### config.mk
export PLATFORM = sky130hd
export DESIGN_NAME = prog_loader
export DESIGN_NICKNAME = d
export VERILOG_FILES = /design/src/rtl/prog_loader_pkg.sv /design/src/rtl/prog_loader_asm.sv /design/src/rtl/prog_loader.sv
export SDC_FILE = /design/constraint.sdc
export NUM_CORES = 1
export LEC_CHECK = 0
export CAP_MARGIN = 20
export CORE_ASPECT_RATIO = 0.7
export CORE_MARGIN = 2
export CORE_UTILIZATION = 40
export CTS_BUF_LIST = sky130_fd_sc_hd__clkbuf_4
export DETAILED_ROUTE_END_ITERATION = 10
export GPL_TIMING_DRIVEN = 0
export PLACE_DENSITY = 0.7
export SLEW_MARGIN = 10
export SYNTH_ARGS = -nofsm -noshare
export SYNTH_HDL_FRONTEND = slang
export SYNTH_HIERARCHICAL = 1
export SYNTH_SLANG_ARGS = --single-unit
export TNS_END_PERCENT = 100
### constraint.sdc
create_clock -name clk -period 4.1 [get_ports clk]
set_input_delay 0.82 -clock clk [delete_from_list [all_inputs] [get_ports clk]]
set_output_delay 0.82 -clock clk [all_outputs]
set_load 0.01 [all_outputs]
### src/rtl/prog_loader_pkg.sv
// ---------------------------------------------------------------------------
// prog_loader_pkg
//   Shared types and constants for the boot-time program loader.
//   - state_e        : loader FSM states
//   - BYTES_PER_WORD : payload bytes assembled into one RAM word
//   - HDR_BYTES      : bytes in the word-count header (little-endian)
//   - WORD_W         : RAM data width derived from BYTES_PER_WORD
//   - BYTE_CNT_W     : width of the byte-within-word counter
// ---------------------------------------------------------------------------
package prog_loader_pkg;

    typedef enum logic [2:0] {
        ST_HDR0 = 3'd0,   // waiting for word-count low byte
        ST_HDR1 = 3'd1,   // waiting for word-count high byte
        ST_DATA = 3'd2,   // receiving payload bytes
        ST_RUN  = 3'd3,   // CPU owns the RAM port
        ST_ERR  = 3'd4    // header rejected; only rst leaves this state
    } state_e;

    localparam int BYTES_PER_WORD = 4;
    localparam int HDR_BYTES      = 2;
    localparam int WORD_W         = 8 * BYTES_PER_WORD;
    localparam int HDR_W          = 8 * HDR_BYTES;
    localparam int BYTE_CNT_W     = $clog2(BYTES_PER_WORD);

    // True when a header word count exceeds the RAM depth of 2**size words.
    // N equal to the depth is legal (fills the RAM exactly, no wrap).
    function automatic logic count_too_big(input logic [HDR_W-1:0] n,
                                           input int unsigned      size);
        logic [32:0] depth;
        depth = 33'd1 << size;
        return (33'(n) > depth);
    endfunction

endpackage

### src/rtl/prog_loader_asm.sv
// ---------------------------------------------------------------------------
// byte_to_word_asm
//   Little-endian byte-to-word assembler. Byte k of each word (k counted
//   from 0 by a wrapping counter) lands in bits [8k+7:8k].
//
//   The first BYTES_PER_WORD-1 bytes are captured in per-lane registers.
//   The final byte is not stored: word_o presents it straight from byte_i
//   so the completed word and word_valid_o are available combinationally
//   in the same cycle the last byte is accepted. The caller registers the
//   word into its own holding register, which frees the lanes to start
//   collecting the next word on the very next edge.
//
// Ports
//   clk, rst      : clock, synchronous active-high reset (clears counter
//                   and lanes, discarding any partial word)
//   byte_valid_i  : a byte is consumed on this edge
//   byte_i        : byte data
//   word_valid_o  : combinational; high when byte_i completes a word
//   word_o        : combinational assembled word (valid with word_valid_o)
// ---------------------------------------------------------------------------
module byte_to_word_asm
    import prog_loader_pkg::*;
(
    input  logic              clk,
    input  logic              rst,
    input  logic              byte_valid_i,
    input  logic [7:0]        byte_i,
    output logic              word_valid_o,
    output logic [WORD_W-1:0] word_o
);

    localparam logic [BYTE_CNT_W-1:0] LAST_IDX = BYTE_CNT_W'(BYTES_PER_WORD - 1);

    logic [BYTE_CNT_W-1:0] cnt_q;
    logic [BYTE_CNT_W-1:0] cnt_d;
    logic [7:0]            lane_q [BYTES_PER_WORD-1];

    // Counter wraps naturally from LAST_IDX back to 0.
    always_comb begin
        cnt_d = cnt_q;
        if (byte_valid_i) begin
            cnt_d = cnt_q + 1'b1;
        end
    end

    always_ff @(posedge clk) begin
        if (rst) begin
            cnt_q <= '0;
        end else begin
            cnt_q <= cnt_d;
        end
    end

    // One capture register per stored byte lane.
    genvar gi;
    generate
        for (gi = 0; gi < BYTES_PER_WORD - 1; gi++) begin : g_lane
            always_ff @(posedge clk) begin
                if (rst) begin
                    lane_q[gi] <= '0;
                end else if (byte_valid_i && (cnt_q == BYTE_CNT_W'(gi))) begin
                    lane_q[gi] <= byte_i;
                end
            end
            assign word_o[8*gi +: 8] = lane_q[gi];
        end
    endgenerate

    assign word_o[8*(BYTES_PER_WORD-1) +: 8] = byte_i;
    assign word_valid_o = byte_valid_i && (cnt_q == LAST_IDX);

endmodule

### src/rtl/prog_loader.sv
// ---------------------------------------------------------------------------
// prog_loader
//   Boot-time program loader sitting between a byte stream and the single
//   port RAM shared with the CPU. The stream starts with a 16-bit word count
//   N (low byte first) followed by 4*N little-endian payload bytes, written
//   to RAM words 0..N-1. While loading, the loader owns the RAM port and
//   holds the CPU in reset; afterwards it passes the port through to the
//   CPU combinationally and releases cpu_rst.
//
// Parameters
//   SIZE : RAM address width (2**SIZE words)
//
// Ports
//   clk, rst        : clock, synchronous active-high reset
//   ld_valid/ld_data/ld_ready : byte-stream handshake (transfer on
//                     ld_valid & ld_ready at a rising edge)
//   load_req        : one-cycle reload request, honoured only in RUN
//   cpu_rst         : registered reset to the CPU
//   cpu_wrEn/cpu_addr/cpu_wdata/cpu_rdata : CPU side of the RAM port
//   ram_wrEn/ram_addr/ram_wdata/ram_rdata : RAM side (sync read)
//   busy            : loader is in HDR0, HDR1 or DATA
//   error           : header word count exceeded the RAM depth
// ---------------------------------------------------------------------------
module prog_loader
    import prog_loader_pkg::*;
#(
    parameter int SIZE = 14
) (
    input  logic              clk,
    input  logic              rst,
    // byte stream
    input  logic              ld_valid,
    input  logic [7:0]        ld_data,
    output logic              ld_ready,
    // control / status
    input  logic              load_req,
    output logic              cpu_rst,
    output logic              busy,
    output logic              error,
    // CPU side
    input  logic              cpu_wrEn,
    input  logic [SIZE-1:0]   cpu_addr,
    input  logic [WORD_W-1:0] cpu_wdata,
    output logic [WORD_W-1:0] cpu_rdata,
    // RAM side
    output logic              ram_wrEn,
    output logic [SIZE-1:0]   ram_addr,
    output logic [WORD_W-1:0] ram_wdata,
    input  logic [WORD_W-1:0] ram_rdata
);

    // -----------------------------------------------------------------------
    // State and registers
    // -----------------------------------------------------------------------
    state_e            state_q,    state_d;
    logic [7:0]        n_lo_q,     n_lo_d;
    logic [SIZE-1:0]   word_idx_q, word_idx_d;
    logic [SIZE:0]     remain_q,   remain_d;   // words still to receive
    logic              drain_q,    drain_d;    // final word's write cycle
    logic              cpu_rst_q,  cpu_rst_d;

    // Write holding register: drives the RAM during loader ownership.
    logic              wr_en_q,    wr_en_d;
    logic [SIZE-1:0]   wr_addr_q,  wr_addr_d;
    logic [WORD_W-1:0] wr_data_q,  wr_data_d;

    logic              accept;
    logic              asm_byte_valid;
    logic              asm_word_valid;
    logic [WORD_W-1:0] asm_word;
    logic [HDR_W-1:0]  hdr_n;
    logic              cpu_owns_ram;

    // -----------------------------------------------------------------------
    // Byte-stream handshake
    // -----------------------------------------------------------------------
    // During the drain cycle the final word is being written; holding off
    // the stream there keeps stray bytes from being taken for a next load.
    always_comb begin
        ld_ready = 1'b0;
        case (state_q)
            ST_HDR0, ST_HDR1: ld_ready = 1'b1;
            ST_DATA:          ld_ready = !drain_q;
            default:          ld_ready = 1'b0;
        endcase
    end

    assign accept         = ld_valid && ld_ready;
    assign asm_byte_valid = accept && (state_q == ST_DATA);
    assign hdr_n          = {ld_data, n_lo_q};

    byte_to_word_asm u_asm (
        .clk          (clk),
        .rst          (rst),
        .byte_valid_i (asm_byte_valid),
        .byte_i       (ld_data),
        .word_valid_o (asm_word_valid),
        .word_o       (asm_word)
    );

    // -----------------------------------------------------------------------
    // Next-state logic
    // -----------------------------------------------------------------------
    always_comb begin
        state_d    = state_q;
        n_lo_d     = n_lo_q;
        word_idx_d = word_idx_q;
        remain_d   = remain_q;
        drain_d    = drain_q;
        wr_en_d    = 1'b0;           // write strobe is a single-cycle pulse
        wr_addr_d  = wr_addr_q;
        wr_data_d  = wr_data_q;

        case (state_q)
            ST_HDR0: begin
                if (accept) begin
                    n_lo_d  = ld_data;
                    state_d = ST_HDR1;
                end
            end

            ST_HDR1: begin
                if (accept) begin
                    word_idx_d = '0;
                    // Truncation only matters for rejected counts, which
                    // never reach DATA.
                    remain_d   = (SIZE+1)'(hdr_n);
                    if (hdr_n == '0) begin
                        state_d = ST_RUN;
                    end else if (count_too_big(hdr_n, SIZE)) begin
                        state_d = ST_ERR;
                    end else begin
                        state_d = ST_DATA;
                    end
                end
            end

            ST_DATA: begin
                if (drain_q) begin
                    drain_d = 1'b0;
                    state_d = ST_RUN;
                end else if (asm_word_valid) begin
                    wr_en_d    = 1'b1;
                    wr_addr_d  = word_idx_q;
                    wr_data_d  = asm_word;
                    // Index wraps to 0 after the last word of a full-depth
                    // load; it is not used again before the next header.
                    word_idx_d = word_idx_q + 1'b1;
                    remain_d   = remain_q - 1'b1;
                    if (remain_q == (SIZE+1)'(1)) begin
                        drain_d = 1'b1;
                    end
                end
            end

            ST_RUN: begin
                if (load_req) begin
                    state_d = ST_HDR0;
                end
            end

            ST_ERR: begin
                state_d = ST_ERR;
            end

            default: begin
                state_d = ST_HDR0;
            end
        endcase

        // The CPU runs exactly when the loader will be in RUN next cycle.
        cpu_rst_d = (state_d != ST_RUN);
    end

    // -----------------------------------------------------------------------
    // Registers
    // -----------------------------------------------------------------------
    always_ff @(posedge clk) begin
        if (rst) begin
            state_q    <= ST_HDR0;
            n_lo_q     <= '0;
            word_idx_q <= '0;
            remain_q   <= '0;
            drain_q    <= 1'b0;
            cpu_rst_q  <= 1'b1;
            wr_en_q    <= 1'b0;
            wr_addr_q  <= '0;
            wr_data_q  <= '0;
        end else begin
            state_q    <= state_d;
            n_lo_q     <= n_lo_d;
            word_idx_q <= word_idx_d;
            remain_q   <= remain_d;
            drain_q    <= drain_d;
            cpu_rst_q  <= cpu_rst_d;
            wr_en_q    <= wr_en_d;
            wr_addr_q  <= wr_addr_d;
            wr_data_q  <= wr_data_d;
        end
    end

    // -----------------------------------------------------------------------
    // Outputs and RAM port mux
    // -----------------------------------------------------------------------
    // A reload request takes the port away in the same cycle, so a CPU
    // write coinciding with load_req never reaches the RAM.
    assign cpu_owns_ram = (state_q == ST_RUN) && !load_req;

    assign ram_wrEn  = cpu_owns_ram ? cpu_wrEn  : wr_en_q;
    assign ram_addr  = cpu_owns_ram ? cpu_addr  : wr_addr_q;
    assign ram_wdata = cpu_owns_ram ? cpu_wdata : wr_data_q;
    assign cpu_rdata = ram_rdata;

    assign cpu_rst = cpu_rst_q;
    assign busy    = (state_q == ST_HDR0) || (state_q == ST_HDR1) || (state_q == ST_DATA);
    assign error   = (state_q == ST_ERR);

endmodule

==> results.toml, run 1 <==
[logic_synthesis]
ys_types = 57
post-synth-top-area-cell = "dfxtp_1"
postSynth.asyncResetShare = 0
syn_area_um2 = 5650
synth_seq_cells = 115
synth_edf_count = 24
ys_top_cells_by_area = "dfxtp_1 (32%), edfxtp_1 (13%), nand2_1 (8.5%)"
yosysSeqAreaShare = 0.4500
yosysMostFrequentCell = "nand2_1"
synth_nets = 744
ys_warn_count = 6
ys.flop_type = "dfxtp_1"
syn_avg_cell_area_um2 = 8.747
synth_common_cells = "nand2_1 (128), dfxtp_1 (91), a21oi_1 (79)"
syn_inst = 646
synth_top_area_share = 0.3224

[critical_path]
arrival_ps = 3120
crit_type = "reg -> out"
cp_data_required_time_ps = 3280
max_stage_delay_ps = 480
reg2reg_slack_ps = 190
worst_path_max_delay_cell = "clkdlybuf4s50_1"
critPathLaunchType = "register"
worstSetupEndpointType = "primary output"
cp_cell_sequence = "clkbuf_1 > nand2_1 > nor3_4 > buf_4 > buf_2 > mux2_2 > clkdlybuf4s50_1"
reg2reg_depth = 12
path_max_fanout = 10

[route]
dr_total_vias = 5168
drcViolationCount = 0
drtAntennaViolNets = 0
wl_per_cell_um = 16.54
avgViaCountPerCell = 5.122
drt_pass1_iterations = 5
drt-total-wl_mm = 16.69
drtIter0Drc = 423

[die]
dieWidth_um = 146.1
pin_count = 174
die-area_um2 = 15110
core_um2 = 13870
placementRows = 36
fp.dieH_um = 103.4
start_util = 0.4073

[clocking]
htreeDepth = 4
insertion_delay_ps = 500
cts_sinks = 115
cts.path.max_buffers = 2
cts_buffers = 17
cts_tree = "done"
cts-root-buf = "clkbuf_4"
hold_buffers = 0
clk_pin_slew_ps = 100

[global_routing]
grt_pass1_vias = 4786
grt_remaining_overflow = 0
antenna_found_initial = 0
grt_pass1_wl_mm = 25.70
grt_use_total = 0.2204
grt_max_degree = 17

[finish]
final_layout_size_suffix_gt1_frac = 0.1514
multi_input_area_um2 = 2640
fin_nets = 904
fin_area_um2 = 7634
syn2layout_area_growth_pct = 35.10
seqCellArea_um2 = 2542
antenna_cells = 0
layoutNonFillerInstCount = 1009
fillers = 1235

[place]
port_buffers = 141
dp_cells = 977
place.gp.congestion = 0.9398
postPlaceCellArea_um2 = 7300
place_hpwl_mm = 12.52

[power_and_ir_drop]
power_density_nw_per_um2 = 317.6
total_power_mw = 2.425
cellLeakagePower_nw = 2.790
peakVddDrop_uv = 160.8

[sta]
whs_ps = 456.7
setup_viol_count_final = 0
fin_crit_ps = 3941
timing.fmax_mhz = 253.7
fin_skew_ps = 15.58
finalCritPeriodShare = 0.9613
rsz0062_at_grt = "no"
slew-limit-headroom = 0.5321
slew_violations = 0
hold_viol_final = 0
worst_pin_slew_ps = 700.0

[min_path]
hp-class = "reg -> reg"
whs_path_depth = 2

[outcome]
status = "complete, no violations"

[run]
drv_cap = 0
critical path, delay by kind of cell (launching register included):
kind / cells / cell delay [ps]
flip-flops: 1 / 370
buffers and inverters: 4 / 1440
AND/OR/NAND/NOR: 2 / 440
multiplexers: 1 / 370
through the flow:
stage | util | worst slack (ps) | TNS, ps
after floorplan | - | 1260 | 0
after global routing | 0.5502 | 8.070 | 0
final | 0.5502 | 158.9 | 0
after global placement | 0.5262 | -272.8 | -4123
after detailed placement | 0.5262 | -264.6 | -3591
after CTS | 0.5489 | 19.10 | 0
report_power, final:
part	switching (mW)	internal, mW
logic	0.156	0.164
registers	0.0212	1.18
clock network	0.419	0.487
cell type report:
type,count,share of cell area
Buffer,79,0.06130
Multi-Input combinational cell,445,0.3458
Clock buffer,19,0.01869
Sequential cell,115,0.3331
Timing Repair Buffer,141,0.1849
Tap cell,190,0.03114
Inverter,7,0.003442
Clock inverter,13,0.02164
routing by layer:
metal / wire length [um] / GRT usage / share of wire / vias up
li1: - / - / - / 2509
met2: 6980 / 0.3284 / 0.42 / 255
met4: 240 / 0.06796 / 0.014 / 0
met1: 7664 / 0.3051 / 0.46 / 2379
met3: 1803 / 0.07412 / 0.11 / 25
met5: 0 / 0 / 0 / -
repair_timing:
item,4_1_cts,5_1_grt
pin swaps,0,0
buffers inserted,0,0
setup endpoints to repair,28,47
resized for setup,2,4
state kept, by name, summed over array words and instances (netlist names):
signal,flops
state_q,3
wr_en_q,1
wr_data_q,32
cpu_rst,1
u_asm/cnt_q,2
u_asm/lane_q,24
word_idx_q,14
drain_q,1
remain_q,15
wr_addr_q,14
n_lo_q,8
layout by cell type, fill, tap and decap left out, types with 3 or more instances in the layout:
cell type        count
a211oi_1             3
a21oi_1             79
and2_1               3
and3_1               3
buf_2                4
buf_4               42
bufinv_16            4
clkbuf_1            30
clkbuf_4            19
clkdlybuf4s50_1    141
clkinv_2             6
dfxtp_1             91
edfxtp_1            24
ha_1                 7
inv_1                7
mux2_1              16
mux2_2              31
nand2_1            128
nand2_2              3
nand2b_1             6
nand2b_4             5
nand3_1             10
nand3b_1             3
nor2_1              54
nor3_1              10
nor4_1               7
o21ai_0             11
o21ai_1             10
or3_1                5
xnor2_1              6
xor2_1               5
final timing paths:
path                                       to           from
worst min register to register  wr_data_q[19]  wr_data_q[19]
worst min-delay path            wr_data_q[19]  wr_data_q[19]
worst max register to register   wr_addr_q[3]     state_q[0]
worst max-delay path            ram_wdata[28]     state_q[1]
cells by family after synthesis:
logic type	synth area share
AOI/OAI and AO/OA	0.1233
xor gates and xnor gates	0.01705
adders and majority gates	0.01550
buffers and inverters	0.08680
DFF	0.4500
muxes	0.09544
and+or+nand+nor	0.2119
Power figures use the tool's default switching activity.
==> run 2: changes to the inputs <==
--- a/config.mk
+++ b/config.mk
@@ -12,6 +12,7 @@
 export CTS_BUF_LIST = sky130_fd_sc_hd__clkbuf_4
 export DETAILED_ROUTE_END_ITERATION = 10
 export GPL_TIMING_DRIVEN = 0
+export HOLD_SLACK_MARGIN = 0.08
 export PLACE_DENSITY = 0.7
 export SLEW_MARGIN = 10
 export SYNTH_ARGS = -nofsm -noshare
==> results of run 2 <==
No change in the layout: final DEF, timing and power equal those of run 1.
